## config.mk

```make
export PLATFORM = sky130hd
export DESIGN_NAME = alu_arbiter_flat
export DESIGN_NICKNAME = d
export VERILOG_FILES = /design/src/rtl/alu_arbiter_if.sv /design/src/rtl/alu_arbiter.sv /design/src/flat_wrapper.sv
export SDC_FILE = /design/constraint.sdc
export NUM_CORES = 1
export LEC_CHECK = 0
export ABC_AREA = 1
export CAP_MARGIN = 20
export CORE_MARGIN = 2
export CORE_UTILIZATION = 41
export DETAILED_ROUTE_END_ITERATION = 10
export HOLD_SLACK_MARGIN = 0.03
export PLACE_DENSITY_LB_ADDON = 0.12
export SYNTH_ARGS = -nofsm -noshare
export SYNTH_HDL_FRONTEND = slang
export SYNTH_SLANG_ARGS = --single-unit
```

## constraint.sdc

```tcl
create_clock -name clk -period 4.2 [get_ports clk]
set_clock_uncertainty 0.1 [all_clocks]
set_input_delay 0.63 -clock clk [delete_from_list [all_inputs] [get_ports clk]]
set_output_delay 0.63 -clock clk [all_outputs]
set_load 0.005 [all_outputs]
```

## src/rtl/alu_arbiter_if.sv

```systemverilog
// rtl/alu_arbiter_if.sv - request/response handshake bundle between requesters and alu_arbiter
//
// Groups both requesters' request channels and the shared response channel.
//   req_valid/req_ready [1:0]     per-requester request handshake, bit i = requester i
//   req_op0/1 [4:0]               ALU opcode per requester
//   req_funct0/1 [1:0]            funct field per requester (opcode class 110 only)
//   req_a0/1, req_b0/1 [15:0]     operands per requester
//   rsp_valid/rsp_ready [1:0]     per-requester response handshake, at most one valid bit
//   rsp_data [15:0], rsp_err      shared response payload
// Modports: master = requester side, slave = arbiter side.
interface alu_arbiter_if;
    logic [1:0]  req_valid;
    logic [1:0]  req_ready;
    logic [4:0]  req_op0;
    logic [4:0]  req_op1;
    logic [1:0]  req_funct0;
    logic [1:0]  req_funct1;
    logic [15:0] req_a0;
    logic [15:0] req_a1;
    logic [15:0] req_b0;
    logic [15:0] req_b1;
    logic [1:0]  rsp_valid;
    logic [1:0]  rsp_ready;
    logic [15:0] rsp_data;
    logic        rsp_err;

    modport master (
        output req_valid, req_op0, req_op1, req_funct0, req_funct1,
               req_a0, req_a1, req_b0, req_b1, rsp_ready,
        input  req_ready, rsp_valid, rsp_data, rsp_err
    );

    modport slave (
        input  req_valid, req_op0, req_op1, req_funct0, req_funct1,
               req_a0, req_a1, req_b0, req_b1, rsp_ready,
        output req_ready, rsp_valid, rsp_data, rsp_err
    );
endinterface

```

## src/rtl/alu_arbiter.sv

```systemverilog
// rtl/alu_arbiter.sv - round-robin arbiter sharing one 16-bit ALU between two requesters
//
// Ports:
//   clk, rst         clock and synchronous active-high reset
//   bus (slave)      request/response handshakes of requesters 0 and 1
//   alu_op/funct     opcode/funct to the ALU, NOP (0) outside EXEC
//   alu_a, alu_b     registered operands to the ALU
//   alu_out          combinational ALU result
//   busy             arbiter is not IDLE
module alu_arbiter (
    input  logic         clk,
    input  logic         rst,
    alu_arbiter_if.slave bus,
    output logic [4:0]   alu_op,
    output logic [1:0]   alu_funct,
    output logic [15:0]  alu_a,
    output logic [15:0]  alu_b,
    input  logic [15:0]  alu_out,
    output logic         busy
);
    typedef enum logic [1:0] {IDLE, EXEC, RESP} state_t;

    state_t      state_q, state_d;
    logic        prio_q;
    logic        gid_q;
    logic        err_q;
    logic [4:0]  op_q;
    logic [1:0]  funct_q;
    logic [15:0] a_q, b_q, result_q;

    logic [1:0]  grant;
    logic        sel;
    logic        accept;
    logic        legal;
    logic        rsp_done;
    logic [4:0]  sel_op;
    logic [1:0]  sel_funct;

    // Only a contended cycle consults prio; a lone requester always wins.
    always_comb begin
        grant = 2'b00;
        unique case (bus.req_valid)
            2'b01:   grant = 2'b01;
            2'b10:   grant = 2'b10;
            2'b11:   grant = prio_q ? 2'b10 : 2'b01;
            default: grant = 2'b00;
        endcase
    end

    assign sel       = grant[1];
    assign sel_op    = sel ? bus.req_op1 : bus.req_op0;
    assign sel_funct = sel ? bus.req_funct1 : bus.req_funct0;
    assign accept    = (state_q == IDLE) && (grant != 2'b00);
    assign rsp_done  = (state_q == RESP) && bus.rsp_ready[gid_q];

    // Class 110 is shared between implemented and unimplemented ops; low bits decide.
    always_comb begin
        legal = 1'b0;
        unique case (sel_op[4:2])
            3'b000, 3'b010, 3'b101, 3'b111: legal = 1'b1;
            3'b110:                         legal = sel_op[1];
            default:                        legal = 1'b0;
        endcase
    end

    always_comb begin
        state_d = state_q;
        unique case (state_q)
            IDLE:    if (accept) state_d = legal ? EXEC : RESP;
            EXEC:    state_d = RESP;
            RESP:    if (rsp_done) state_d = IDLE;
            default: state_d = IDLE;
        endcase
    end

    always_comb begin
        bus.req_ready = 2'b00;
        bus.rsp_valid = 2'b00;
        bus.rsp_data  = 16'h0000;
        bus.rsp_err   = 1'b0;
        alu_op        = 5'b00000;
        alu_funct     = 2'b00;
        alu_a         = a_q;
        alu_b         = b_q;
        busy          = (state_q != IDLE);
        unique case (state_q)
            IDLE: bus.req_ready = grant;
            EXEC: begin
                alu_op    = op_q;
                alu_funct = funct_q;
            end
            RESP: begin
                bus.rsp_valid = gid_q ? 2'b10 : 2'b01;
                bus.rsp_data  = result_q;
                bus.rsp_err   = err_q;
            end
            default: ;
        endcase
    end

    always_ff @(posedge clk) begin
        if (rst) begin
            state_q  <= IDLE;
            prio_q   <= 1'b0;
            gid_q    <= 1'b0;
            err_q    <= 1'b0;
            op_q     <= 5'b00000;
            funct_q  <= 2'b00;
            a_q      <= 16'h0000;
            b_q      <= 16'h0000;
            result_q <= 16'h0000;
        end else begin
            state_q <= state_d;
            if (accept) begin
                op_q    <= sel_op;
                funct_q <= sel_funct;
                a_q     <= sel ? bus.req_a1 : bus.req_a0;
                b_q     <= sel ? bus.req_b1 : bus.req_b0;
                gid_q   <= sel;
                if (!legal) begin
                    err_q    <= 1'b1;
                    result_q <= 16'h0000;
                end
            end
            if (state_q == EXEC) begin
                result_q <= alu_out;
            end
            if (rsp_done) begin
                prio_q <= ~gid_q;
                err_q  <= 1'b0;
            end
        end
    end
endmodule

```

## src/flat_wrapper.sv

```systemverilog
// flat-port wrapper written by rule: the top's interface ports become plain ports
module alu_arbiter_flat 
  (clk, rst, alu_op, alu_funct, alu_a, alu_b, alu_out, busy, bus_req_valid, bus_req_op0, bus_req_op1, bus_req_funct0, bus_req_funct1, bus_req_a0, bus_req_a1, bus_req_b0, bus_req_b1, bus_rsp_ready, bus_req_ready, bus_rsp_valid, bus_rsp_data, bus_rsp_err);
  alu_arbiter_if bus_i ();
  input  logic clk;
  input  logic rst;
  output logic [4:0] alu_op;
  output logic [1:0] alu_funct;
  output logic [15:0] alu_a;
  output logic [15:0] alu_b;
  input  logic [15:0] alu_out;
  output logic busy;
  input wire logic [$bits(bus_i.req_valid)-1:0] bus_req_valid;
  input wire logic [$bits(bus_i.req_op0)-1:0] bus_req_op0;
  input wire logic [$bits(bus_i.req_op1)-1:0] bus_req_op1;
  input wire logic [$bits(bus_i.req_funct0)-1:0] bus_req_funct0;
  input wire logic [$bits(bus_i.req_funct1)-1:0] bus_req_funct1;
  input wire logic [$bits(bus_i.req_a0)-1:0] bus_req_a0;
  input wire logic [$bits(bus_i.req_a1)-1:0] bus_req_a1;
  input wire logic [$bits(bus_i.req_b0)-1:0] bus_req_b0;
  input wire logic [$bits(bus_i.req_b1)-1:0] bus_req_b1;
  input wire logic [$bits(bus_i.rsp_ready)-1:0] bus_rsp_ready;
  output wire logic [$bits(bus_i.req_ready)-1:0] bus_req_ready;
  output wire logic [$bits(bus_i.rsp_valid)-1:0] bus_rsp_valid;
  output wire logic [$bits(bus_i.rsp_data)-1:0] bus_rsp_data;
  output wire logic [$bits(bus_i.rsp_err)-1:0] bus_rsp_err;
  assign bus_i.req_valid = bus_req_valid;
  assign bus_i.req_op0 = bus_req_op0;
  assign bus_i.req_op1 = bus_req_op1;
  assign bus_i.req_funct0 = bus_req_funct0;
  assign bus_i.req_funct1 = bus_req_funct1;
  assign bus_i.req_a0 = bus_req_a0;
  assign bus_i.req_a1 = bus_req_a1;
  assign bus_i.req_b0 = bus_req_b0;
  assign bus_i.req_b1 = bus_req_b1;
  assign bus_i.rsp_ready = bus_rsp_ready;
  assign bus_req_ready = bus_i.req_ready;
  assign bus_rsp_valid = bus_i.rsp_valid;
  assign bus_rsp_data = bus_i.rsp_data;
  assign bus_rsp_err = bus_i.rsp_err;
  alu_arbiter u_core (.clk(clk), .rst(rst), .bus(bus_i), .alu_op(alu_op), .alu_funct(alu_funct), .alu_a(alu_a), .alu_b(alu_b), .alu_out(alu_out), .busy(busy));
endmodule
```

==> results of run 1 <==
## worst max-delay path, stage by stage, from the launching register on
cell	delay [ns]
dfxtp_1	0.35
inv_1	0.06
nor2_2	0.57
clkinv_1	0.52
nor2_1	0.25
clkdlybuf4s50_1	0.53
## state kept, by name, indices dropped and copies added, names as in the netlist
register and cells:
u_core.err_q 1, u_core.alu_b 16, u_core.alu_a 16, u_core.prio_q 1, u_core.funct_q 2, u_core.state_q 2, u_core.gid_q 1, u_core.op_q 5
u_core.result_q 16
## cell usage after synthesis (2+ instances only)
master,n
nor3_1,7
a21oi_2,11
dfxtp_1,60
a21oi_1,45
nand2_2,12
inv_1,36
nand2_1,76
nand3_1,3
nor2_1,97
inv_2,4
buf_1,2
buf_2,4
clkbuf_1,17
o21ai_0,38
## path summary, 6_finish.rpt
kind,from,endpoint,cells past startpoint
setup / recovery,u_core.state_q[0],alu_funct[0],5
hold / removal,u_core.alu_b[3],u_core.alu_b[3],2
setup reg to reg,u_core.state_q[0],u_core.result_q[2],7
hold reg to reg,u_core.alu_b[3],u_core.alu_b[3],2
## report_power, final
part | internal, W | switching (W) | leakage (nW) | total [W]
sequential | 0.000640 | 0.0000365 | 0.494 | 0.000676
clock | 0.000381 | 0.000218 | 0.122 | 0.000599
combinational | 0.000258 | 0.000250 | 1.16 | 0.000507
## cell type report
class	instances	area, um2	area share, %
tap	80	100.1	2.143
timing repair buffer	164	1627	34.82
clock buffer	12	165.2	3.536
clock inverter	4	70.07	1.500
multi-input combinational	296	1354	28.98
inverter	41	153.9	3.295
sequential	60	1201	25.72
## kinds of logic after synthesis
family,count (synthesis)
compound gates,98
buf+inv,67
flops,60
simple gates,198
## metal layers
layer	global-route usage [%]	vias to the layer above	wire length [um]
li1	-	1626	-
met1	27.47	1388	3764
met2	38.03	99	4001
met3	5.782	17	532
met4	8.949	0	189
met5	0	-	0
## per-stage QoR
stage          worst slack (ns)  hold slack [ns]  area [um2]  util, %  std cells
6_report                 0.8798           0.3626        4671    69.52        657
5_1_grt                  0.6351           0.3797        4671    69.52        657
4_1_cts                  0.8765           0.3649        4671    69.52        657
3_5_place_dp              1.181           0.3548        4436    66.01        641
3_3_place_gp              1.250           0.3483        4436    66.01        641
2_1_floorplan             2.172           0.3332        2826        -        423
==> metrics, run 1 <==
Die H=87.03 um; DRC marker count from the first detailed-route iteration=92; nets=672; pin count of the biggest net entering global routing=78; Residual DRC=0; routed via count=3130; GRT Total Usage=22.59%; WL final=8.488 mm; Final Critical Period=3.320 ns; Hold Fails Final Rpt=0; Ports=161; Core ar.=6719 um2; Fill cells=608; RSZ-0062 raised after global routing=false; cell taking the most area after synthesis=dfxtp_1; Final ANT Viol Nets=0; vias in the first global route=2963; Syn Std Cell Area=2826 um2; clock sink count=60; Leak Pwr=1.777 nW; CTS Buffer Depth=2; max cap viols=0; port buffer count=160; Period Utilization, post-route=79.05%; total power=0.001783 W; clock transition at the registers of the reported paths=0.06 ns; CTS Root Cell=clkbuf_8; area of the die=7574 um2; worst hold path class=register to register; standard-cell row count=30; mux cell area share after synthesis=0%; DP HPWL=6.012 mm; async set-reset flop share out of synthesis=0%; fin. max-slew vios=0; Worst R2R Setup Slack=1.88 ns; Placer Congestion=0.7730; critical setup path kind=register to output port; CP Capture Type=output port; Initial DRT Pass Iterations=4; CTS-repair resized insts=0; slew at the pin closest to its max-slew limit=0.7467 ns; starting density of the core=42.07%; post-synthesis compound-gate area fraction=19.26%; CTS buffer count=9; sequential area share after synthesis=42.50%; critical path peak fanout=17; WP data arrival=2.59 ns; commonest cells after routing, fill and taps aside=clkdlybuf4s50_1 (159), nor2_1 (97), nand2_1 (76); Avg Inst Size Synth=6.682 um2; Ant. Diodes=0; Main synth FF type=dfxtp_1; initial antenna violation count=0; fraction of layout instances using a drive strength above 1=9.012%; Yosys top cell area share=42.50%; Syn-to-layout area delta=65.25%; worst skew pair latency=0.32 ns; final setup vio count=0; GRT Residual Overflow=0; Power per Cell Area=381.7 nW/um2; CTS tree=yes; #FFs+latches synth=60; Synth Area in Adders=0%; main combinational cell family by area after synthesis=simple AND/OR/NAND/NOR gates; Peak VDD IR=209.5 uV; outcome=finished, final reports clean; Netlist cell types=25; H-tree Lvls=3; Max Clock Freq=301.2 MHz; commonest non-fill, non-tap cell in the layout=clkdlybuf4s50_1; syn nets=523; hold-fix buffer count after cts=0; Post-synth EDFFs=0; post-synthesis cell count=423; type of origin of the critical path=register; first-pass GRT wire length=13.54 mm; warnings from Yosys=0; Post-CTS Setup Inserts=0; sum of negative setup slack=0 ns; XOR/XNOR Fraction of Synth Area=0%; Wirelength per Cell=12.92 um; Rel. slew slack=50.16%; Worst EP required=3.47 ns; DR vias/cell=4.764; Post-Synth Simple-Gate Area=28.38%; DIE WIDTH=87.03 um; largest cells by area after synthesis=dfxtp_1 (42%), nor2_1 (13%), nand2_1 (10%)
Note: power is estimated with default switching activity, not from simulation.
==> run 2: changes to the inputs <==
CORE_UTILIZATION = 38   (was 41)
clock period = 3.4 ns   (was 4.2 ns; I/O delays follow)
==> run 2 against run 1 <==
Net effect: first-iteration DRC count is 5.4% higher; die area increased by 7.5%; wire length down 1.0%; critical path type is now input pin to output port; final area decreased by 0.59%; setup slack got worse by 0.27 ns.
==> metrics, run 2 (same netlist as run 1, synthesis figures left out) <==
type of origin of the critical path=input pin; post-layout util=64.36% (-5.2 points); hold-fix buffer count after cts=0 (unchanged); area of the die=8144 um2 (+7.5%); Worst EP required=2.79 ns (-0.68 ns); DIE WIDTH=90.25 um (+3.7%); Power per Cell Area=434.2 nW/um2 (+14%); Max Clock Freq=358.9 MHz; Initial DRT Pass Iterations=7 (+3); standard-cell row count=31 (+3.3%); DRC marker count from the first detailed-route iteration=97 (+5.4%); fin. max-slew vios=0 (unchanged); Ant. Diodes=0 (unchanged); starting density of the core=39.18% (-2.9 points); Leak Pwr=1.753 nW (-1.3%); clock sink count=60 (unchanged); Ports=161 (unchanged); routed wl met3=674 um (+27%); sum of negative setup slack=0 ns (unchanged); CTS tree=yes; Rel. slew slack=52.37% (+2.2 points); Wirelength per Cell=12.41 um (-4.0%); clock transition at the registers of the reported paths=0.06 ns (about the same); Placer Congestion=0.7518 (-2.7%); Max Used Layer=met4; commonest non-fill, non-tap cell in the layout=clkdlybuf4s50_1; CP Capture Type=output port; first-pass GRT wire length=13.94 mm (+3.0%); port buffer count=160 (unchanged); CTS-repair resized insts=0 (unchanged); GRT Residual Overflow=0 (unchanged); Core ar.=7214 um2 (+7.4%); WL final=8.399 mm (-1.0%); RSZ-0062 raised after global routing=false; slew at the pin closest to its max-slew limit=0.7144 ns (-0.03234 ns); Hold Crit Depth=2 (unchanged); H-tree Lvls=3 (unchanged); met1 wire length=3.628 mm (-3.6%); total power=0.002016 W (+13%); Period Utilization, post-route=81.95%; final setup vio count=0 (unchanged); worst hold path class=register to register; Die H=90.25 um (+3.7%); nets=674 (+0.30%); r2r worst-path depth=9 (+2); met2 WL post-DR=3.914 mm (-2.2%); CTS buffer count=9 (unchanged); Final ANT Viol Nets=0 (unchanged); CTS Root Cell=clkbuf_8; Peak VDD IR=235.4 uV (+12%); initial antenna violation count=0 (unchanged); Final Critical Period=2.786 ns; pin count of the biggest net entering global routing=78 (unchanged); critical path peak fanout=6 (-11); vias in the first global route=3085 (+4.1%); routed via count=3171 (+1.3%); max cap viols=0 (unchanged); WP data arrival=2.18 ns (-0.41 ns); Residual DRC=0 (unchanged); DP HPWL=6.188 mm (+2.9%); fraction of layout instances using a drive strength above 1=8.824% (-0.19 points); CTS Buffer Depth=2 (unchanged); GRT Total Usage=21.07% (-1.5 points); DR vias/cell=4.684 (-1.7%); Syn-to-layout area delta=64.28%; outcome=finished, final reports clean; Post-CTS Setup Inserts=0 (unchanged); critical setup path kind=input pin to output port; Hold Fails Final Rpt=0 (unchanged); worst skew pair latency=0.33 ns (about the same); commonest cells after routing, fill and taps aside=clkdlybuf4s50_1 (159), nor2_1 (97), nand2_1 (76)
==> run 2: cell count changes in the layout (fill, tap and decap cells not counted), sizes merged <==
cell / delta
bufinv: -2
clkbuf: +1
buf: +2
==> run 2: worst paths after layout <==
path	startpoint	to	slack [ns]
worst min-delay path	u_core.err_q	u_core.err_q	0.36
worst max register to register	u_core.state_q[1]	u_core.result_q[8]	1.27
worst max-delay path	bus_req_valid[1]	bus_req_ready[0]	0.61
worst min register to register	u_core.err_q	u_core.err_q	0.36
==> run 2: report_power, final <==
group          total, W  switching [W]  internal, W
sequential     0.000834      0.0000439     0.000790
combinational  0.000624       0.000303     0.000321
clock          0.000558       0.000260     0.000298
==> run 2: final cells by class <==
cell class,count,area (um2)
fillers,684,2571
repair buffers,166,1642
multi-input cells,296,1354
flip-flops and latches,60,1201
clock buffers,13,158.9
inverters,41,153.9
well taps,99,123.9
clock inverters,2,10.01
==> run 2: per-layer routing <==
metal | global-route usage, % | vias to the layer above
met1 | 25.30 | 1426
met3 | 5.868 | 13
met2 | 35.09 | 110
li1 | - | 1622
met5 | 0 | -
met4 | 9.487 | 0
==> run 2: stage by stage <==
| step | setup WS, ns | instance area (um2) | hold slack [ns] | std cells |
|---|---|---|---|---|
| 6_report | 0.6137 | 4643 | 0.3587 | 677 |
| 5_1_grt | 0.5073 | 4643 | 0.3769 | 677 |
| 2_1_floorplan | 1.612 | 2826 | 0.3332 | 423 |
| 4_1_cts | 0.6104 | 4643 | 0.3621 | 677 |
| 3_3_place_gp | 0.6924 | 4474 | 0.3487 | 662 |
| 3_5_place_dp | 0.6015 | 4474 | 0.3533 | 662 |
==> run 2: worst max-delay path: stages <==
cell,delay (ns)
clkdlybuf4s50_1,0.56
inv_2,0.09
a21oi_2,0.29
inv_2,0.07
nor2_1,0.13
clkdlybuf4s50_1,0.53
